==> src/rtl/spi_sub_if.sv <==
// rtl/spi_sub_if.sv - SPI pin and parallel-word bundle for the spi_sub receiver
`timescale 1ns/1ps

interface spi_sub_if #(
    parameter int WORD_WIDTH = 16
);
    logic                  sclk;
    logic                  mosi;
    logic                  csb;
    logic [WORD_WIDTH-1:0] parallel_out;
    logic                  data_valid;
    logic                  frame_err;
    logic                  busy;

    modport slave (
        input  sclk,
        input  mosi,
        input  csb,
        output parallel_out,
        output data_valid,
        output frame_err,
        output busy
    );

    modport master (
        output sclk,
        output mosi,
        output csb,
        input  parallel_out,
        input  data_valid,
        input  frame_err,
        input  busy
    );
endinterface

==> src/rtl/spi_sub.sv <==
// rtl/spi_sub.sv - oversampling SPI mode-0 subordinate, one WORD_WIDTH word per csb frame
`timescale 1ns/1ps

module spi_sub #(
    parameter int WORD_WIDTH = 16
) (
    input  logic       sys_clk,
    input  logic       rst_n,
    spi_sub_if.slave   bus
);
    localparam int CW = $clog2(WORD_WIDTH + 2);
    localparam logic [CW-1:0] CNT_FULL = CW'(WORD_WIDTH);
    localparam logic [CW-1:0] CNT_MAX  = CW'(WORD_WIDTH + 1);

    typedef enum logic [1:0] {
        WAIT_IDLE = 2'd0,
        IDLE      = 2'd1,
        SHIFT     = 2'd2
    } state_t;

    logic sclk_s1, sclk_s2, sclk_s3;
    logic mosi_s1, mosi_s2;
    logic csb_s1, csb_s2;
    logic sclk_rise;

    state_t state_q, state_d;
    logic   start_frame, shift_en, end_good, end_bad;

    logic [WORD_WIDTH-1:0] shreg_q;
    logic [CW-1:0]         count_q;
    logic [WORD_WIDTH-1:0] parallel_q;
    logic                  data_valid_q;
    logic                  frame_err_q;

    // mosi_s2 shares sclk_s2's two-flop delay, so it is the bit aligned with the detected rise
    always_ff @(posedge sys_clk or negedge rst_n) begin
        if (!rst_n) begin
            sclk_s1 <= 1'b0;
            sclk_s2 <= 1'b0;
            sclk_s3 <= 1'b0;
            mosi_s1 <= 1'b0;
            mosi_s2 <= 1'b0;
            csb_s1  <= 1'b0;
            csb_s2  <= 1'b0;
        end else begin
            sclk_s1 <= bus.sclk;
            sclk_s2 <= sclk_s1;
            sclk_s3 <= sclk_s2;
            mosi_s1 <= bus.mosi;
            mosi_s2 <= mosi_s1;
            csb_s1  <= bus.csb;
            csb_s2  <= csb_s1;
        end
    end

    assign sclk_rise = sclk_s2 & ~sclk_s3;

    always_ff @(posedge sys_clk or negedge rst_n) begin
        if (!rst_n) begin
            state_q <= WAIT_IDLE;
        end else begin
            state_q <= state_d;
        end
    end

    // csb rise takes priority over a coincident sclk rise in SHIFT
    always_comb begin
        state_d     = state_q;
        start_frame = 1'b0;
        shift_en    = 1'b0;
        end_good    = 1'b0;
        end_bad     = 1'b0;
        case (state_q)
            WAIT_IDLE: begin
                if (csb_s2) begin
                    state_d = IDLE;
                end
            end
            IDLE: begin
                if (!csb_s2) begin
                    state_d     = SHIFT;
                    start_frame = 1'b1;
                end
            end
            SHIFT: begin
                if (csb_s2) begin
                    state_d = IDLE;
                    if (count_q == CNT_FULL) begin
                        end_good = 1'b1;
                    end else begin
                        end_bad = 1'b1;
                    end
                end else if (sclk_rise) begin
                    shift_en = 1'b1;
                end
            end
            default: begin
                state_d = WAIT_IDLE;
            end
        endcase
    end

    always_ff @(posedge sys_clk or negedge rst_n) begin
        if (!rst_n) begin
            shreg_q <= '0;
            count_q <= '0;
        end else if (start_frame) begin
            shreg_q <= '0;
            count_q <= '0;
        end else if (shift_en) begin
            shreg_q <= {shreg_q[WORD_WIDTH-2:0], mosi_s2};
            if (count_q != CNT_MAX) begin
                count_q <= count_q + CW'(1);
            end
        end
    end

    always_ff @(posedge sys_clk or negedge rst_n) begin
        if (!rst_n) begin
            parallel_q   <= '0;
            data_valid_q <= 1'b0;
            frame_err_q  <= 1'b0;
        end else begin
            data_valid_q <= end_good;
            frame_err_q  <= end_bad;
            if (end_good) begin
                parallel_q <= shreg_q;
            end
        end
    end

    assign bus.parallel_out = parallel_q;
    assign bus.data_valid   = data_valid_q;
    assign bus.frame_err    = frame_err_q;
    assign bus.busy         = (state_q == SHIFT);
endmodule

==> src/flat_wrapper.sv <==
// flat-port wrapper written by rule: the top's interface ports become plain ports
module spi_sub_flat 
#(
    parameter int WORD_WIDTH = 16
)
  (sys_clk, rst_n, bus_sclk, bus_mosi, bus_csb, bus_parallel_out, bus_data_valid, bus_frame_err, bus_busy);
  spi_sub_if #(.WORD_WIDTH(WORD_WIDTH)) bus_i ();
  input  logic sys_clk;
  input  logic rst_n;
  input wire logic [$bits(bus_i.sclk)-1:0] bus_sclk;
  input wire logic [$bits(bus_i.mosi)-1:0] bus_mosi;
  input wire logic [$bits(bus_i.csb)-1:0] bus_csb;
  output wire logic [$bits(bus_i.parallel_out)-1:0] bus_parallel_out;
  output wire logic [$bits(bus_i.data_valid)-1:0] bus_data_valid;
  output wire logic [$bits(bus_i.frame_err)-1:0] bus_frame_err;
  output wire logic [$bits(bus_i.busy)-1:0] bus_busy;
  assign bus_i.sclk = bus_sclk;
  assign bus_i.mosi = bus_mosi;
  assign bus_i.csb = bus_csb;
  assign bus_parallel_out = bus_i.parallel_out;
  assign bus_data_valid = bus_i.data_valid;
  assign bus_frame_err = bus_i.frame_err;
  assign bus_busy = bus_i.busy;
  spi_sub #(.WORD_WIDTH(WORD_WIDTH)) u_core (.sys_clk(sys_clk), .rst_n(rst_n), .bus(bus_i));
endmodule
==> config.mk <==
export PLATFORM = sky130hd
export DESIGN_NAME = spi_sub_flat
export DESIGN_NICKNAME = d
export VERILOG_FILES = /design/src/rtl/spi_sub_if.sv /design/src/rtl/spi_sub.sv /design/src/flat_wrapper.sv
export SDC_FILE = /design/constraint.sdc
export NUM_CORES = 1
export LEC_CHECK = 0
export CAP_MARGIN = 5
export CORE_MARGIN = 2
export CORE_UTILIZATION = 26
export DETAILED_ROUTE_END_ITERATION = 7
export SLEW_MARGIN = 10
export SYNTH_ARGS = -nofsm -noshare
export SYNTH_HDL_FRONTEND = slang
export SYNTH_SLANG_ARGS = --single-unit
export TNS_END_PERCENT = 30
==> constraint.sdc <==
create_clock -name sys_clk -period 1.65 [get_ports sys_clk]
set_input_delay 0.33 -clock sys_clk [delete_from_list [all_inputs] [get_ports sys_clk]]
set_output_delay 0.33 -clock sys_clk [all_outputs]
set_load 0.05 [all_outputs]
; ---- Word-level counts from Yosys, hierarchy flattened
; Index checks and enable logic that the tools add are counted.
[op_classes]
addsub = 1
multipliers = 0
div = 0
magnitude_cmp = 0
n_eq_ne = 6
shifts = 0
muxes = 19
n_bitwise = 2
reduce_logical = 6
[op_table]
columns = op, n
row1 = $mux W16, 2
row2 = $mux W5, 3
row3 = $mux W1, 11
row4 = $add A5 B1 Y5 const B, 1
row5 = $eq A5 B5 Y1 const B, 1
row6 = $ne A5 B5 Y1 const B, 1
row7 = $mux W2, 2
row8 = $pmux W2 S2, 1
row9 = $reduce_and A2 Y1, 2
row10 = $reduce_bool A2 Y1, 2
row11 = $eq A2 B1 Y1 const B, 1
row12 = $eq A2 B2 Y1 const B, 1
row13 = $logic_not A2 Y1, 1
row14 = $ne A2 B1 Y1 const B, 1
row15 = $ne A2 B2 Y1 const B, 1
row16 = $reduce_or A2 Y1, 1
row17 = $and A1 B1 Y1, 1
row18 = $not A1 Y1, 1
[totals]
ff_bits = 48
latch_bits = 0
ram_bits = 0
mem_bits_ro = 0
in_bits = 5
out_inout_bits = 19
wordCells = 47
n_memories = 0

; ---- Logic depth before layout (Yosys ltp)
; Gate-level depths: netlist (run 1).
[depth]
ltp_word = 7
mapped_depth = 7
depth_no_buf = 5

; ---- Worst setup path before layout (run 1)
; Ideal clock, no wire load.
[synth_path]
kind = register to register
startpoint = reg u_core.count_q[0]
endpoint = reg u_core.parallel_q[10], in the netlist u_core.bus.parallel_out[10]
setup_time_ns = 0.125
arrival_ns = 1.387
required_time_ns = 1.525
slack_ns = 0.138
path_stages_with_launch = 7
n_path_buf = 1
period_less_slack_ns = 1.512
path_cell_list = dfrtp_1 -> inv_1 -> ha_1 -> and3_4 -> nand3_4 -> buf_6 -> mux2_4
[synth_between]
elab_chain_len = 4
[synth_lines]
columns = item, line_no
row1 = start: declaration, spi_sub.sv:30  ; logic [CW-1:0] count_q;
row2 = start signal: assignment, spi_sub.sv:113  ; count_q <= count_q + CW'(1);
row3 = $eq A5 B5 Y1, spi_sub.sv:88  ; if (count_q == CNT_FULL) begin
row4 = $mux W1, spi_sub.sv:88
row5 = $mux W1, spi_sub.sv:86  ; if (csb_s2) begin
row6 = $mux W1, spi_sub.sv:73  ; case (state_q)
row7 = end signal: assignment, spi_sub.sv:127  ; parallel_q <= shreg_q;
row8 = end: declaration, spi_sub.sv:31  ; logic [WORD_WIDTH-1:0] parallel_q;
; No other way between the ends.
; A chain may end at the register's enable or synchronous reset.

; ---- Final worst setup path (run 1)
[layout_path]
startpoint = reg u_core.count_q[1]
endpoint = reg u_core.parallel_q[4], in the netlist u_core.bus.parallel_out[4]
; Same word-level chain as after synthesis.

==> run summary, run 1 <==
Place WS = 32.8 ps
top layer in use = met4
Max-cap violations = 0
final hold violations = 0
minimum clock period = 1530 ps
I/O Buffers = 23
initial antenna violation count = 0
period utilisation layout = 0.930
register bit count reported by yosys = 48
most frequent cells in the layout = 48 x dfrtp_1, 37 x nand2_1, 22 x buf_4
Avg WL per Cell = 11.2 µm
CTS buffer count = 5
worst-path fanout max = 17
PD cells = 829 nW/µm²
Via density = 4.10
area grow syn2layout = 21.4%
post-synthesis sequential area ratio = 0.621
top post-synthesis cells by area = dfrtp_1 62%, nand2_1 7.2%, mux2_4 7.0%, a21oi_1 4.7%, mux2_2 4.1%
crit start category = register
die area = 8140 µm²
number of post-CTS setup repair buffers = 0
Worst Setup Path Type = register to register
R2R Path Start = u_core.count_q[1]
top cell type's share of synthesized area = 0.621
syn avg cell area = 12.4 µm²
Ys Warns = 0
Distinct cells, synth = 28
Final Setup Violations = 0
Root Buffer = clkbuf_8
clock buffer depth = 2
Clock Latency Late Sink = 290 ps
Total GRT Usage = 0.0860
Final HPWL DP = 2140 µm
vias in the first global route = 1234
clk_skew = 5.41 ps
endpoint class of the critical path = register
worst-path cell chain = inv_1, ha_1, and3_4, nand3_4, buf_12, mux2_2
R2R Setup Slk = 120 ps
leading area contributor after synthesis = dfrtp_1
Max stage delay cell, worst path = dfrtp_1
Vias = 1169
routed wl met3 = 157 µm
commonest non-fill, non-tap cell in the layout = dfrtp_1
run status = finished, final reports clean
CTS-repair resized insts = 0
Setup TNS = 0 ps
PnR worst setup slack = 116 ps
share of cells above drive strength 1 = 0.301
Nets = 194
first-pass GRT wire length = 5710 µm
synthesized cell area = 1930 µm²
Die Height = 90.2 µm
CP Data Required Time = 1830 ps
CP Buf/Inv Count = 2
RSZ-0062 raised after global routing = false
clk sinks = 48
H-tree depth = 2
# IOs = 24
site row count = 31
CTS tree = yes
FMAX = 652 MHz
global placer's final weighted congestion = 0.838
Slew @ Worst Pin = 319 ps
static leakage = 1.16 nW
Critical Path AT = 1710 ps
fillcell total = 762
Slew HR = 0.787
ANT cells = 0
starting density of the core = 0.268
clock slew at reported path FFs = 80 ps
Slew Viols, Final = 0
metal2 WL = 1410 µm
delay-heaviest family, CP = flip-flops
crit path from = u_core.count_q[1]
total gr overflow = 0
largest net degree at the start of global routing = 49
Die X = 90.2 µm
Core ar. = 7210 µm²
Initial DRC Count = 78
Residual DRC = 0
Post-CTS Hold Buffers = 0
post-route ant nets = 0
Crit path largest cell delay = 380 ps
final wirelength = 3200 µm
Hold WC Path Type = input pin to async pin
TritonRoute pass-1 iters = 4
Worst IR Drop VDD = 0.313 mV
met1 WL = 1610 µm
Gate Count Post-Synth = 156
Mapped Nets = 164
-- registers in the layout, summed over array words and instances, names as in the netlist, 2 cells and up --
signal and count:
u_core.state_q 2, u_core.count_q 5, u_core.bus.parallel_out 16, u_core.shreg_q 16
-- worst paths after layout --
kind / to / cells past startpoint
worst min-delay path: u_core.bus.parallel_out[11] / 2
max in group asynchronous: u_core.count_q[4] / 2
worst min register to register: u_core.sclk_s2 / 0
worst max-delay path: u_core.bus.parallel_out[4] / 6
min in group sys_clk: u_core.sclk_s2 / 0
worst max register to register: u_core.bus.parallel_out[4] / 6
-- cells by family after synthesis --
| kind of cell | Yosys count | share of synthesized area |
|---|---|---|
| and+or+nand+nor | 56 | 0.144 |
| DFF | 48 | 0.621 |
| AOI/OAI and AO/OA | 19 | 0.0505 |
| muxes | 19 | 0.127 |
| buffers and inverters | 10 | 0.0337 |
| adders and majority gates | 3 | 0.0194 |
| xor gates and xnor gates | 1 | 0.00453 |
-- per-stage QoR --
stage	util	hold WS [ps]	instances	power, mW	cell area (µm²)
floorplan	-	34.4	156	1.27	1930
global placement	0.312	333	277	1.33	2250
detailed placement	0.312	336	277	1.33	2250
CTS	0.323	9.29	284	1.99	2330
global route	0.325	5.92	285	2.05	2350
finish	0.325	3.83	285	1.95	2350
-- worst reg2reg max path, stage by stage, from the launching register on --
cell and delay, ps:
dfrtp_1 380, inv_1 80, ha_1 180, and3_4 180
nand3_4 80, buf_12 160, mux2_2 360
-- area by class of cell --
type                    instances  area, µm²  area share
clock inverters                 1       5.00     0.00213
clock buffers                   6       72.6      0.0309
multi-input cells              98        667       0.284
flip-flops and latches         48       1200       0.512
inverters                       4       17.5     0.00746
well taps                      99        124      0.0528
repair buffers                 29        260       0.111
-- synthesized netlist by cell type (all sizes together) --
cell,n
a21boi,1
a21oi,18
or2,1
nand4,2
and4bb,1
nand2,38
or3b,1
nand2b,2
dfrtp,48
nand3,3
and3,2
buf,6
mux2i,2
xor2,1
ha,3
mux2,17
nor2,6
inv,4
-- report_power, final --
| part | leakage, nW | internal, mW | switching (mW) | total [mW] |
|---|---|---|---|---|
| Clock | 0.0410 | 0.288 | 0.353 | 0.642 |
| Combinational | 0.463 | 0.0374 | 0.0631 | 0.101 |
| Sequential | 0.651 | 1.19 | 0.0123 | 1.20 |
| Total | 1.16 | 1.52 | 0.429 | 1.95 |
-- layer usage --
metal  global-route usage  vias to the layer above
met5                    0                        -
met4               0.0346                        0
met2                0.130                       25
li1                     -                      570
met3               0.0260                        5
met1                0.115                      569
Power figures use the tool's default switching activity.
==> inputs of run 2 (changes only) <==
--- a/config.mk
+++ b/config.mk
@@ -9,6 +9,7 @@
 export CORE_MARGIN = 2
 export CORE_UTILIZATION = 26
 export DETAILED_ROUTE_END_ITERATION = 7
+export SETUP_SLACK_MARGIN = 0.2
 export SLEW_MARGIN = 10
 export SYNTH_ARGS = -nofsm -noshare
 export SYNTH_HDL_FRONTEND = slang
==> run summary, run 2 (synthesis results as in run 1) <==
run status = finished, final reports clean
Root Buffer = clkbuf_8
Hold WC Path Type = register to register
ANT cells = 0
CTS buffer count = 5
# placed instances = 277
design area = 2470 µm²
site row count = 31
most frequent cells in the layout = 47 x dfrtp_1, 37 x nand2_1, 23 x buf_4
FMAX = 663 MHz
Initial DRC Count = 65
worst-path fanout max = 5
total gr overflow = 0
Worst Setup Path Type = register to register
clock buffer depth = 2
crit start category = register
Vias = 1196
CTS tree = yes
share of cells above drive strength 1 = 0.347
period utilisation layout = 0.914
Final Setup Violations = 0
Max-cap violations = 0
TritonRoute pass-1 iters = 4
Die Height = 90.2 µm
Setup TNS = 0 ps
Die X = 90.2 µm
Slew Viols, Final = 0
Final HPWL DP = 2240 µm
die area = 8140 µm²
final core occ = 0.342
Via density = 4.10
post-route ant nets = 0
vias in the first global route = 1222
RSZ-0062 raised after global routing = true
clk sinks = 48
clock slew at reported path FFs = 80 ps
I/O Buffers = 23
Avg WL per Cell = 11.7 µm
Slew @ Worst Pin = 458 ps
CP Data Required Time = 1840 ps
endpoint class of the critical path = register
largest net degree at the start of global routing = 31
Residual DRC = 0
minimum clock period = 1510 ps
final hold violations = 0
global placer's final weighted congestion = 0.829
non-filler cells, final = 292
commonest non-fill, non-tap cell in the layout = dfrtp_1
Nets = 200
final wirelength = 3430 µm
clk_skew = 7.04 ps
Worst IR Drop VDD = 0.419 mV
Core ar. = 7210 µm²
starting density of the core = 0.268
Clock Latency Late Sink = 300 ps
Slew HR = 0.695
first-pass GRT wire length = 5770 µm
# IOs = 24
Critical Path AT = 1700 ps
PD cells = 871 nW/µm²
static leakage = 1.21 nW
Total GRT Usage = 0.0894
area grow syn2layout = 27.7%
H-tree depth = 2
placed instance area = 2250 µm²
initial antenna violation count = 0
-- run 2: cell types whose count changed in the layout (fill, tap and decap cells not counted), sizes merged --
| cell | delta |
|---|---|
| dlygate4sd3 | +1 |
| bufinv | +1 |
| buf | +4 |
| clkbuf | +1 |
-- run 2: layer usage --
| layer | GRT usage | share of wire | vias to the layer above |
|---|---|---|---|
| met3 | 0.0411 | 0.050 | 4 |
| met2 | 0.124 | 0.44 | 22 |
| met4 | 0.0308 | 0.010 | 0 |
| met1 | 0.123 | 0.50 | 581 |
| li1 | - | - | 589 |
| met5 | 0 | 0 | - |
-- run 2: path summary, 6_finish.rpt --
path | slack [ps] | endpoint | cells after the start | from
min in group asynchronous | 500 | u_core.bus.parallel_out[10] | 2 | rst_n
min reg2reg | 350 | u_core.csb_s2 | 0 | u_core.csb_s1
min | 350 | u_core.csb_s2 | 0 | u_core.csb_s1
max in group asynchronous | 630 | u_core.bus.parallel_out[3] | 3 | rst_n
max reg2reg | 140 | u_core.bus.parallel_out[7] | 6 | u_core.count_q[1]
max | 140 | u_core.bus.parallel_out[7] | 6 | u_core.count_q[1]
-- run 2: worst max-delay path: stages, from the launching register on --
cell and delay (ps):
dfrtp_1 410, inv_2 100, ha_4 130, and3_4 190, nand3_4 100, clkbuf_16 180
mux2_4 280
-- run 2: layout make-up --
class | count | area [µm²]
Clock inverter | 2 | 35.0
Clock buffer | 6 | 72.6
Inverter | 4 | 17.5
Fill cell | 751 | 4750
Multi-Input combinational cell | 98 | 681
Timing Repair Buffer | 35 | 337
Sequential cell | 48 | 1200
Tap cell | 99 | 124
-- run 2: report_power, final --
group | internal (mW) | switching, mW
combinational | 0.0454 | 0.0666
sequential | 1.19 | 0.0127
clock | 0.450 | 0.383
total | 1.69 | 0.463
-- run 2: timing repair --
item | in CTS | in global routing
hold buffers | 1 | 0
setup buffers | 4 | 1
cloned | 0 | 1
resized for setup | 3 | 6
endpoints found under the setup margin | 18 | 35
hold endpoints to repair | 18 | 0
-- run 2: stage by stage --
step                setup WS [ps]  power [mW]  hold slack (ps)
floorplan                     168        1.27             34.4
global placement              104        1.33              305
detailed placement           47.6        1.33              313
CTS                           177        2.18              355
global route                 49.0        2.25              377
finish                        141        2.15              353
